## config.mk

```make
export PLATFORM = sky130hd
export DESIGN_NAME = square_draw_arbiter
export DESIGN_NICKNAME = d
export VERILOG_FILES = /design/src/rtl/square_draw_arbiter.sv
export SDC_FILE = /design/constraint.sdc
export NUM_CORES = 1
export LEC_CHECK = 0
export BUFFER_PORTS_ARGS = -buffer_cell sky130_fd_sc_hd__buf_2
export CORE_MARGIN = 2
export CORE_UTILIZATION = 45
export CTS_CLUSTER_SIZE = 16
export DETAILED_ROUTE_END_ITERATION = 7
export PLACE_DENSITY_LB_ADDON = 0.25
export REMOVE_ABC_BUFFERS = 1
export SYNTH_ARGS = -nofsm -noshare
export SYNTH_HDL_FRONTEND = slang
export SYNTH_SLANG_ARGS = --single-unit
export TNS_END_PERCENT = 30
```

## constraint.sdc

```tcl
create_clock -name clk -period 2.35 [get_ports clk]
set_clock_uncertainty 0.15 [all_clocks]
set_input_delay 0.47 -clock clk [delete_from_list [all_inputs] [get_ports clk]]
set_output_delay 0.47 -clock clk [all_outputs]
set_load 0.01 [all_outputs]
```

## src/rtl/square_draw_arbiter.sv

```systemverilog
// Round-robin arbiter that shares one square_drawer between two requesters and
// merges the drawer's pixel stream with the granted colour into a single write port.
module square_draw_arbiter #(
  parameter int SIZE    = 10,
  parameter int CW      = 3,
  parameter int TIMEOUT = 4095
) (
  input  logic          clk,
  input  logic          reset,
  input  logic [1:0]    req,
  input  logic [10:0]   x0_0,
  input  logic [10:0]   y0_0,
  input  logic [10:0]   x0_1,
  input  logic [10:0]   y0_1,
  input  logic [CW-1:0] col_0,
  input  logic [CW-1:0] col_1,
  output logic [1:0]    ack,
  output logic          err,
  output logic          busy,
  output logic          drw_start,
  output logic [10:0]   drw_x0,
  output logic [10:0]   drw_y0,
  input  logic [10:0]   drw_x,
  input  logic [10:0]   drw_y,
  input  logic          drw_done,
  output logic [10:0]   pix_x,
  output logic [10:0]   pix_y,
  output logic [CW-1:0] pix_col,
  output logic          pix_we
);

  // state   | meaning
  // IDLE    | no job; arbitrate among raised req bits
  // ISSUE   | job latched; raise drawer start, clear watchdog
  // DRAW    | drawer streaming pixels until done or watchdog expiry
  // RELEASE | drop start, ack the served requester, hand over to the other one
  typedef enum logic [1:0] {IDLE, ISSUE, DRAW, RELEASE} state_t;

  localparam int TW = $clog2(TIMEOUT + 1);

  // Drawer coordinates are 11 bits wide, so the square edge must fit too.
  if (SIZE < 0 || SIZE > 2046) begin : g_bad_size
    $error("square_draw_arbiter: SIZE out of range");
  end

  state_t        state, state_nxt;
  logic          last;
  logic          gnt, gnt_nxt;
  logic          grant;
  logic          to_hit, to_flag;
  logic [CW-1:0] col_q;
  logic [TW-1:0] wd_cnt;

  always_comb begin
    state_nxt = state;
    gnt_nxt   = gnt;
    grant     = 1'b0;
    to_hit    = 1'b0;
    drw_start = 1'b0;
    pix_we    = 1'b0;
    ack       = 2'b00;
    case (state)
      IDLE: begin
        if (|req) begin
          grant     = 1'b1;
          // last==1 favours requester 0, last==0 favours requester 1
          gnt_nxt   = last ? !req[0] : req[1];
          state_nxt = ISSUE;
        end
      end
      ISSUE: begin
        drw_start = 1'b1;
        state_nxt = DRAW;
      end
      DRAW: begin
        drw_start = 1'b1;
        pix_we    = !drw_done;
        if (drw_done) begin
          state_nxt = RELEASE;
        end else if (wd_cnt == TW'(TIMEOUT)) begin
          to_hit    = 1'b1;
          state_nxt = RELEASE;
        end
      end
      RELEASE: begin
        ack       = gnt ? 2'b10 : 2'b01;
        state_nxt = IDLE;
        if (req[!gnt]) begin
          grant     = 1'b1;
          gnt_nxt   = !gnt;
          state_nxt = ISSUE;
        end
      end
      default: state_nxt = IDLE;
    endcase
  end

  always_ff @(posedge clk) begin
    if (reset) begin
      state   <= IDLE;
      last    <= 1'b1;
      gnt     <= 1'b0;
      col_q   <= '0;
      drw_x0  <= '0;
      drw_y0  <= '0;
      wd_cnt  <= '0;
      to_flag <= 1'b0;
    end else begin
      state   <= state_nxt;
      gnt     <= gnt_nxt;
      to_flag <= to_hit;
      if (state == RELEASE) last <= gnt;
      if (grant) begin
        drw_x0 <= gnt_nxt ? x0_1 : x0_0;
        drw_y0 <= gnt_nxt ? y0_1 : y0_0;
        col_q  <= gnt_nxt ? col_1 : col_0;
      end
      // Saturating watchdog so a stuck drawer can never wrap it back to zero
      if (state == ISSUE) wd_cnt <= '0;
      else if (state == DRAW && wd_cnt != TW'(TIMEOUT)) wd_cnt <= wd_cnt + 1'b1;
    end
  end

  assign err     = (state == RELEASE) && to_flag;
  assign busy    = (state != IDLE);
  assign pix_x   = drw_x;
  assign pix_y   = drw_y;
  assign pix_col = col_q;

endmodule

```

==> metrics.txt <==
status=completed; unrepaired setup endpoints after global routing=no; sw power=1.526 mW; Max-Cap Viols=0; Synth area leader=dfxtp_1; Peak Freq=457.1 MHz; cells after synthesis=around 280; GP Congestion=approximately 0.76; internal power=1.862 mW; Worst Hold Slack=0.2889 ns; vias per cell=5.599; register area=approximately 840 um2; initial antenna violation count=0; CP endpoint kind=register; post-route insts no fill=406; Setup Crit Path Kind=reg -> reg; pin count of the biggest net entering global routing=29; CP delay by family, top=simple AND/OR/NAND/NOR gates; FF+latch count, synth=42; Std-Cell Rows=26; DRT iter0 DRCs=131; sequential cell area fraction in the yosys report=0.3450; Filler Cells Inserted=between 400 and 500; drt wl/cell=~16 um; share of cells above drive strength 1=0.3393; final core occ=0.5467; Post-Syn Area per Cell=8.767 um2; Root Buffer=clkbuf_8; stages on the worst setup path=7; clk slew on worst S/H paths=0.08 ns; number of global-route vias before repair=2163; Critical Path Fanout Max=28; Switching Share=0.4505; Final Cell Area=0.002828 mm2; Clock Latency Late Sink=0.30 ns; fin crit share=0.9310; Hold Buf Count CTS=0; Worst setup SP type=register; Final Slew Violations=0; number of detailed-route iterations in the first pass=4; die height=77.60 um; PortBufs=85; CP bufs+invs=2; clk sinks=42; total power=3.388 mW; Worst Hold Depth=3; width of the die=just under 80 um; Main synth FF type=dfxtp_1; final setup vio count=0; dpl ws=0.1223 ns; max_slew headroom=0.4309; worst slew pin tran=0.8536 ns; EDFF count, synth=0; first-pass GRT wire length=10.49 mm; setup bufs post-CTS=0; final hold viol count=0; residual DRC count=0; Yosys top cell area share=0.3450; peak supply drop=0.5775 mV; Post-synth ARST share=0; ANT nets after route=0; Vias=roughly 2300; Die ar.=~0.006 mm2; LEAKAGE=1.127 nW; Period minus WS final=2.188 ns; CTS max path bufs=2; placed insts=around 400; Critical-path top delay cell=or3b_4; cells on worst reg2reg path=7; Seq pwr share=0.318; Arr. time, crit path=2.25 ns; Placeable Area=roughly 0.0052 mm2; Routed WL=6.435 mm; ant diodes=0; placed cell areas=roughly 0.0027 mm2; synth unique cells=between 40 and 50; setup ws final=about 0.16 ns; combinational group share of total power=0.520; worst hold path type=in -> reg; grt ovf=0; clock network power share=0.162; area grow syn2layout=16.02%; setup TNS=0 ns; gr usage total=0.2170; post-cts sizing count=0; most numerous cell in the Yosys netlist=dfxtp_1; crit-path cells=inv_1 > ha_1 > or3b_4 > o32ai_4 > buf_6 > o2111ai_1 > o221ai_1; multi-input combinational cell area=0.001184 mm2; TritonCTS clock tree=built; max incr delay on CP=0.43 ns; most common library cells after synthesis=dfxtp_1 (42), inv_1 (32), nand2_1 (30); DPL Wire Length=roughly 4.7 mm; I/O pin count=130; H-tree depth=2; yosys warns=0; number of buffers created by CTS=5; top cells by area, synth=dfxtp_1 (34%), o2111ai_1 (9.0%), o221ai_1 (9.0%); pwr dens=1198 mW/mm2; # nets final=417; Worst Path Required=2.41 ns; Starting Density=0.4712; mapped cell area=0.002437 mm2
-- kinds of logic after synthesis --
logic type / Yosys count / share of synthesized area
buffers and inverters: 74 / 0.1694
xor gates and xnor gates: 2 / 0.007188
adders and majority gates: 5 / 0.02567
muxes: 2 / 0.009752
and+or+nand+nor: 69 / 0.1509
AOI/OAI and AO/OA: 84 / 0.2921
DFF: 42 / 0.3450
-- worst register-to-register path: cells and delay by family, from the launching register on --
kind | cells | cell delay [ns]
adder cells (fa/ha/maj) | 1 | 0.36
flip-flops | 1 | 0.39
AO/OA/AOI/OAI | 3 | 0.40
buffers and inverters | 2 | 0.36
AND/OR/NAND/NOR | 1 | 0.43
-- placed cells by master (no fill, tap or decap), types with 4 or more instances in the layout --
cell       netlist  final
inv_1           32     32
nor2_1           6      6
ha_1             5      5
dfxtp_1         42     42
nand2_1         30     30
buf_2            6     85
clkbuf_8         0      8
o31ai_1          5      5
o221ai_1        25     25
or4_1            6      6
buf_4           22      5
o2111ai_1       25     25
a21oi_1         10     10
nand3_1          4      4
-- cell type report --
cell class | instances | area share
Inverter | 32 | 0.04248
Clock buffer | 8 | 0.03894
Tap cell | 70 | 0.03097
Multi-Input combinational cell | 162 | 0.4186
Timing Repair Buffer | 92 | 0.1717
Sequential cell | 42 | 0.2973
-- sequential cells by signal, summed over array words and instances, names as in the netlist, named ones only --
| register | count |
|---|---|
| drw_x0 | 11 |
| last | 1 |
| drw_y0 | 11 |
| pix_col | 3 |
| wd_cnt | 12 |
| to_flag | 1 |
| state | 2 |
-- per-layer routing --
metal  track usage  part of all wire  up-vias
met5       0.02727                 0        -
met4       0.05714            0.0042        0
met3       0.09651              0.11        2
met2        0.2948              0.43      108
met1        0.3067              0.46     1040
li1              -                 -     1123
-- power groups by stage --
stage / clock (mW) / combinational (mW) / sequential (mW)
3_5_place_dp: 0 / 1.75 / 1.09
5_1_grt: 0.600 / 1.92 / 1.11
3_3_place_gp: 0 / 1.74 / 1.09
4_1_cts: 0.564 / 1.75 / 1.08
6_report: 0.549 / 1.76 / 1.08
2_1_floorplan: 0 / 0.965 / 1.17
-- worst paths after layout --
check,endpoint,start,slack (ns)
setup / recovery,drw_x0[8],state[0],0.16
hold / removal,drw_y0[9],y0_1[9],0.29
setup reg to reg,drw_x0[8],state[0],0.16
hold reg to reg,last,last,0.31
Power figures use the tool's default switching activity.
